--- config.mk ---
export PLATFORM = sky130hd
export DESIGN_NAME = vga_text_fetch
export DESIGN_NICKNAME = d
export VERILOG_FILES = /design/src/rtl/vga_text_fetch.sv
export SDC_FILE = /design/constraint.sdc
export NUM_CORES = 1
export LEC_CHECK = 0
export BUFFER_PORTS_ARGS = -buffer_cell sky130_fd_sc_hd__buf_2
export CAP_MARGIN = 15
export CELL_PAD_IN_SITES_DETAIL_PLACEMENT = 1
export CELL_PAD_IN_SITES_GLOBAL_PLACEMENT = 1
export CORE_ASPECT_RATIO = 1.4
export CORE_MARGIN = 2
export CORE_UTILIZATION = 46
export CTS_BUF_LIST = sky130_fd_sc_hd__clkbuf_8
export DETAILED_ROUTE_END_ITERATION = 16
export MAX_ROUTING_LAYER = met4
export PLACE_DENSITY_LB_ADDON = 0.1
export SYNTH_ARGS = -nofsm -noshare
export SYNTH_HDL_FRONTEND = slang
export SYNTH_SLANG_ARGS = --single-unit
--- constraint.sdc ---
create_clock -name clk50MHz -period 7.62 [get_ports clk50MHz]
set_input_delay 1.524 -clock clk50MHz [delete_from_list [all_inputs] [get_ports clk50MHz]]
set_output_delay 1.524 -clock clk50MHz [all_outputs]
set_load 0.02 [all_outputs]
--- src/rtl/vga_text_fetch.sv ---
// vga_text_fetch: fetches one text word from a synchronous character memory
// at each frame start (falling vsync) and presents it to the display stage.
// The window index advances on a manual step or on automatic scrolling.
// Optional feature: define VGA_TEXT_HOLD_EN to add a 'hold' input that
// freezes fetching, advancing, frame counting and step capture.
module vga_text_fetch #(
    parameter int ADDR_W          = 8,
    parameter int DATA_W          = 10,
    parameter int FRAMES_PER_STEP = 60,
    parameter int RD_LATENCY      = 1
) (
    input  logic              clk50MHz,
    input  logic              reset,
    input  logic              vsync,
    input  logic [ADDR_W-1:0] base_addr,
    input  logic [ADDR_W-1:0] word_count,
    input  logic              auto_scroll,
    input  logic              step,
`ifdef VGA_TEXT_HOLD_EN
    input  logic              hold,
`endif
    output logic              mem_rd_en,
    output logic [ADDR_W-1:0] mem_addr,
    input  logic [DATA_W-1:0] mem_rd_data,
    output logic [DATA_W-1:0] text,
    output logic [ADDR_W-1:0] cur_index,
    output logic              busy
);

    typedef enum logic [1:0] {S_IDLE, S_REQ, S_WAIT} state_t;

    localparam logic [15:0] FPS_LAST = 16'(FRAMES_PER_STEP - 1);
    localparam logic [1:0]  LAT_LAST = 2'(RD_LATENCY);

    state_t      state, state_n;
    logic        vs_p0, vs_p1, vs_hist_p2;
    logic        fs_raw, fs, step_in;
    logic        pending;
    logic [15:0] frame_cnt;
    logic        auto_adv;
    logic        accept, capture;
    logic [1:0]  lat_cnt;
    logic [ADDR_W-1:0] idx_new;

    // Index update rule: out-of-window index snaps to 0, otherwise optional +1 with wrap.
    function automatic logic [ADDR_W-1:0] next_index(input logic [ADDR_W-1:0] cur,
                                                     input logic [ADDR_W-1:0] wc,
                                                     input logic adv);
        logic [ADDR_W-1:0] eff;
        logic [ADDR_W:0]   inc;
        eff = (wc == '0) ? ADDR_W'(1) : wc;
        inc = {1'b0, cur} + 1'b1;
        if (cur >= eff)
            next_index = '0;
        else if (!adv)
            next_index = cur;
        else if (inc >= {1'b0, eff})
            next_index = '0;
        else
            next_index = inc[ADDR_W-1:0];
    endfunction

    // vsync synchronizer plus history flop; idle-high after reset so no false edge.
    always_ff @(posedge clk50MHz) begin
        if (reset) begin
            vs_p0      <= 1'b1;
            vs_p1      <= 1'b1;
            vs_hist_p2 <= 1'b1;
        end else begin
            vs_p0      <= vsync;
            vs_p1      <= vs_p0;
            vs_hist_p2 <= vs_p1;
        end
    end

    assign fs_raw = vs_hist_p2 & ~vs_p1;

`ifdef VGA_TEXT_HOLD_EN
    assign fs      = fs_raw & ~hold;
    assign step_in = step & ~hold;
`else
    assign fs      = fs_raw;
    assign step_in = step;
`endif

    assign auto_adv = auto_scroll && (frame_cnt == FPS_LAST);
    assign idx_new  = next_index(cur_index, word_count, pending | auto_adv);

    // FSM state register.
    always_ff @(posedge clk50MHz) begin
        if (reset)
            state <= S_IDLE;
        else
            state <= state_n;
    end

    // FSM next state and strobes; frame starts outside IDLE are dropped.
    always_comb begin
        state_n   = state;
        mem_rd_en = 1'b0;
        busy      = 1'b0;
        accept    = 1'b0;
        capture   = 1'b0;
        case (state)
            S_IDLE: begin
                if (fs) begin
                    accept  = 1'b1;
                    state_n = S_REQ;
                end
            end
            S_REQ: begin
                mem_rd_en = 1'b1;
                busy      = 1'b1;
                state_n   = S_WAIT;
            end
            S_WAIT: begin
                busy = 1'b1;
                if (lat_cnt == LAT_LAST) begin
                    capture = 1'b1;
                    state_n = S_IDLE;
                end
            end
            default: state_n = S_IDLE;
        endcase
    end

    // Step capture: several steps within a frame collapse into one advance.
    always_ff @(posedge clk50MHz) begin
        if (reset)
            pending <= 1'b0;
        else if (accept)
            pending <= step_in;
        else if (step_in)
            pending <= 1'b1;
    end

    // Frame counter for auto scroll; cleared whenever auto scroll is off.
    always_ff @(posedge clk50MHz) begin
        if (reset || !auto_scroll)
            frame_cnt <= '0;
        else if (accept)
            frame_cnt <= auto_adv ? 16'd0 : frame_cnt + 16'd1;
    end

    // Index, read address, latency counter and captured text word.
    always_ff @(posedge clk50MHz) begin
        if (reset) begin
            cur_index <= '0;
            mem_addr  <= '0;
            lat_cnt   <= '0;
            text      <= '0;
        end else begin
            if (accept) begin
                cur_index <= idx_new;
                mem_addr  <= base_addr + idx_new;
            end
            if (state == S_REQ)
                lat_cnt <= 2'd1;
            else if (state == S_WAIT)
                lat_cnt <= lat_cnt + 2'd1;
            if (capture)
                text <= mem_rd_data;
        end
    end

endmodule
# [Word-level counts from Yosys, hierarchy flattened]
# Index checks and enable logic that the tools add are counted.
[word_totals] ff_bits=50 out_inout_bits=28 inputBits=31 wordCells=54
[op_classes] eq_ne=6 muxes=18 bitwise_logic=3 magnitude_cmp=2 reduce_logical=10 addsub=4
[ops] op="$mux W8" count=4
[ops] op="$add A16 B1 Y16 const B" count=1
[ops] op="$eq A16 B6 Y1 const B" count=1
[ops] op="$mux W16" count=1
[ops] op="$mux W1" count=10
[ops] op="$add A8 B1 Y9 const B" count=1
[ops] op="$ge A9 B8 Y1" count=1
[ops] op="$add A8 B8 Y8" count=1
[ops] op="$ge A8 B8 Y1" count=1
[ops] op="$logic_not A8 Y1" count=1
[ops] op="$pmux W2 S3" count=1
[ops] op="$eq A2 B1 Y1 const B" count=2
[ops] op="$mux W2" count=2
[ops] op="$ne A2 B2 Y1 const B" count=2
[ops] op="$reduce_bool A2 Y1" count=2
[ops] op="$reduce_or A2 Y1" count=2
[ops] op="$add A2 B1 Y2 const B" count=1
[ops] op="$eq A2 B2 Y1 const B" count=1
[ops] op="$logic_not A2 Y1" count=1
[ops] op="$reduce_and A2 Y1" count=1
[ops] op="$and A1 B1 Y1" count=1
[ops] op="$logic_and A1 B1 Y1" count=1
[ops] op="$logic_not A1 Y1" count=1
[ops] op="$logic_or A1 B1 Y1" count=1
[ops] op="other kinds (2)" count=2

# [Longest topological paths before layout]
[logic_depth] ltp_word=7 depth_mapped=21

# [Worst setup path before layout]
# No wires, ideal clock.
[synth_timing] kind="in2reg" start="input port word_count[4]" end="register mem_addr[7]" setup_ns=0.124 required_ns=7.496 n_path_buf=1 stages=17 setup_slack_ns=2.957 t_arrival_ns=4.539 path_cell_list="nor4_1 > a41o_1 > ha_1 > nand2b_1 > a21o_1 > a21o_1 > a21oi_2 > buf_2 > o22ai_1 > inv_1 > ha_1 > a21oi_1 > o221ai_1 > o41ai_1 > xnor2_1 > o2111a_1 > a211oi_2"
[synth_via] elab_chain_cells=7 elab_cells_between_ends=8 cone_classes="add/sub: 1; order compare: 2; mux: 4; reduce/logical: 1"
[synth_rtl] element="from (decl)" line_no="16" rtl="input logic [ADDR_W-1:0] word_count,"
[synth_rtl] element="$logic_not A8 Y1" line_no="51" rtl="eff = (wc == '0) ? ADDR_W'(1) : wc;"
[synth_rtl] element="$mux W8 (*)" line_no="51"
[synth_rtl] element="$ge A9 B8 Y1" line_no="57" rtl="else if (inc >= {1'b0, eff})"
[synth_rtl] element="$mux W8" line_no="57"
[synth_rtl] element="$mux W8" line_no="55" rtl="else if (!adv)"
[synth_rtl] element="$mux W8 (*)" line_no="53" rtl="if (cur >= eff)"
[synth_rtl] element="net idx_new[1]" line_no="43" rtl="logic [ADDR_W-1:0] idx_new;"
[synth_rtl] element="$add A8 B8 Y8 (*)" line_no="155" rtl="mem_addr <= base_addr + idx_new;"
[synth_rtl] element="to (signal assigned)" line_no="155"
[synth_rtl] element="to (decl)" line_no="23" rtl="output logic [ADDR_W-1:0] mem_addr,"
# Mark *: on every way through the listed nets, which the timed path passes. The rest lies on a longest branch.
# A chain may end at the register's enable or synchronous reset.

# [Worst setup path in the final report]
[layout_timing] start="input port word_count[5]" end="register mem_addr[6]"
# Same word-level chain as after synthesis.

==> run summary <==
Crit-path max cell delay - 500 ps
Simple logic cell fraction of the synthesized area - 25.7%
Max Cap Viol - 0
Die area - 7570 um2
WP data required - 7840 ps
GP Congestion - 0.853
Post-Synthesis Cell Area - 3160 um2
Complex-gate fraction of the synthesized area - 19.1%
Setup CP Type - input pin to flop
Comb pwr share - 11.0%
Diode count - 0
Crit path time final - 5340 ps
DRT Wirelength - 7.67 mm
Routed length per instance - 14.5 um
Largest net degree at the start of global routing - 37
Clock Skews - 7.07 ps
Synth Warn # - 0
Starting Density - 47.9%
Hold Crit Depth - 1
Global-route wire length before repair - 13.1 mm
Drt initial violations - 169
Vias in the first global route - 3022
WP buf/inv - 2
Die width - 74.1 um
Clock root buffer - clkbuf_8
Hpwl dp - 5.88 mm
Worst-skew pair later-pin latency - 310 ps
DP Cell Count - 521
Die H - 102 um
CTS clock-pin slew for the worst setup and hold paths - 90 ps
Core Rows - 35
Worst-case vdd ir drop - 0.000146 V
Startpoint Class - input pin
Switching Share - 24.7%
Most frequent cells in the layout - buf_2 (58), dfxtp_1 (50), nand2_1 (44), nor2_1 (44), inv_1 (31)
Crit-path cells - buf_2 > nor4_1 > a41o_1 > ha_1 > nand2b_1 > a21o_1 > a21o_1 > a21oi_2 > nor2_1 > a21oi_1 > ha_1 > inv_1 > fa_1 > nor2b_1 > o21ai_0 > a21oi_1 > o21a_1 > nor3_1 > o31ai_1
Pint - 0.000396 W
CP Capture Type - flop
Slew @ Worst Pin - 886 ps
Number of setup buffers added after CTS - 0
H-tree depth - 2
Top_reg_cell synth - dfxtp_1
Footprint of the multi-input gates - 1990 um2
Core Footprint - 6610 um2
Port Buf Inserts - 58
Antenna-violating nets left - 0
Worst slew margin - 41.0%
Setup violators final - 0
Net switching power - 0.000130 W
Final Hold Viols - 0
Avg Vias per Cell - 5.49
Share of post-route cells with drive strength above 1 - 20.1%
WHS - 425 ps
Outcome - finished clean
Tcrit/Tclk final - 70.1%
Synth unique cells - 57
CTS tree - done
Syn nets - 444
Gr usage total - 22.5%
First-pass detailed-route iteration total - 4
Reg2Reg Launch Point - cur_index[1]$_SDFFE_PP0P_
Max Freq - 0.187 GHz
Antenna violations before repair - 0
Worst R2R Setup Slack - 3170 ps
Combinational family with the most area after synthesis - simple AND/OR/NAND/NOR gates
Most common cell after layout, fill and taps aside - buf_2
Via count - 2911
Clock share of power - 38.0%
Worst Path Arrival - 5560 ps
CP top delay family - compound AO/OA/AOI/OAI gates
Number of synthesized flops with an enable pin - 0
Max Fanout on Critical Path - 14
Hold EP - vs_p1$_SDFF_PP1_
Hold_buf cts - 0
Syn Area/Cell - 8.26 um2
Sink Count - 50
Synth Area in Adders - 12.1%
P per Cell Area - 144 nW/um2
Reg2Reg Depth - 20
Fill count - 834
Synth Area in XOR/XNOR - 6.09%
Final Non-Filler Cells - 530
#FFs+latches synth - 50
Final nets - 498
I/O Pins - 59
Slowest CP cell - a21oi_2
R2r endpoint - mem_addr[6]$_SDFFE_PP0P_
Remaining global-route overflow - 0
Min-delay src - vs_p0$_SDFF_PP1_
CTS-repair resized insts - 0
Seq/Total Area, Yosys - 31.6%
Fraction of registers with async set/reset - 0%
Residual DRC - 0
Setup TNS - 0 ps
Area grow syn2layout - 15.4%
Register area - 1000 um2
Mux cell area share after synthesis - 0%
Leakage - 1.59 nW
Final worst slack - 2280 ps
Number of buffers created by CTS - 5
RSZ-0062 raised after global routing - no
Place WS - 1980 ps
Part of the power in registers - 51.0%
Post-Syn Instances - 383
Class of the worst hold path - flop to flop
CTS max path bufs - 2
Max-slew violation count - 0
## area by class of cell
type	instances	area share, %
Multi-Input combinational cell	289	54.6
Tap cell	92	3.15
Clock buffer	6	2.26
Timing Repair Buffer	60	8.36
Clock inverter	2	1.06
Inverter	31	3.19
Sequential cell	50	27.4
## cell families (layout without fill, tap and decap cells)
| group | count (synthesis) | count (layout) |
|---|---|---|
| and+or+nand+nor | 157 | 157 |
| AOI/OAI and AO/OA | 80 | 80 |
| DFF | 50 | 50 |
| buffers and inverters | 44 | 99 |
| adders and majority gates | 30 | 30 |
| xor gates and xnor gates | 22 | 22 |
## power groups by stage
stage	clock [W]	sequential [W]	combinational (W)
6_report	0.000200	0.000268	0.0000581
5_1_grt	0.000215	0.000269	0.0000658
4_1_cts	0.000207	0.000268	0.0000587
3_5_place_dp	0	0.000274	0.0000583
3_3_place_gp	0	0.000274	0.0000564
2_1_floorplan	0	0.000276	0.0000361
## synthesized netlist by cell type, types with 4 or more instances
master    instances  share of area (%)
a21o_1            5                1.2
a21oi_1          29                4.6
buf_2             4               0.63
clkbuf_1          9                1.1
dfxtp_1          50                 32
ha_1             29                 11
inv_1            31                3.7
nand2_1          44                5.2
nand2b_1          4               0.79
nand3_1          17                2.7
nand4_1           8                1.6
nor2_1           44                5.2
nor2b_1           5               0.99
nor3_1            8                1.3
o21ai_0           6               0.95
o221ai_1          5                1.4
or2_2             4               0.79
xnor2_1          12                3.3
xor2_1           10                2.8
## stage by stage
stage	instance area [um2]	power, W	util (%)
after floorplan	3160	0.000312	-
after global placement	3520	0.000331	53.3
after detailed placement	3520	0.000333	53.3
after CTS	3640	0.000534	55.1
after global routing	3650	0.000550	55.2
final	3650	0.000526	55.2
## metal layers
layer  vias up  GRT usage [%]  wire, um
li1       1451              -         -
met1      1398           25.7      3290
met2        52           39.8      3980
met3        10           3.85       277
met4         0           6.43       122
met5         -              -         0
## worst max-delay path by stage
stage	from	end	slack [ps]	cells past startpoint
2_1_floorplan	word_count[4]	mem_addr[7]$_SDFFE_PP0P_	2960	17
3_3_place_gp	word_count[4]	mem_addr[6]$_SDFFE_PP0P_	2200	19
3_5_place_dp	word_count[5]	mem_addr[6]$_SDFFE_PP0P_	1980	19
4_1_cts	word_count[5]	mem_addr[6]$_SDFFE_PP0P_	2280	19
5_1_grt	word_count[5]	mem_addr[6]$_SDFFE_PP0P_	1870	19
6_report	word_count[5]	mem_addr[6]$_SDFFE_PP0P_	2280	19
## registers in the layout (all words and copies together), names as in the netlist
register / flops
lat_cnt: 2
state: 2
pending: 1
frame_cnt: 16
vs_p1: 1
cur_index: 8
vs_hist_p2: 1
mem_addr: 8
text: 10
vs_p0: 1
## worst register-to-register path: cells and delay by family (launching register included)
| family | cells | cell delay (ps) |
|---|---|---|
| and+or+nand+nor | 5 | 580 |
| adders and majority gates | 4 | 1250 |
| AOI/OAI and AO/OA | 8 | 1680 |
| buffers and inverters | 2 | 130 |
| xor gates and xnor gates | 1 | 260 |
| DFF | 1 | 470 |
No activity file was read; power rests on OpenSTA's default activity.
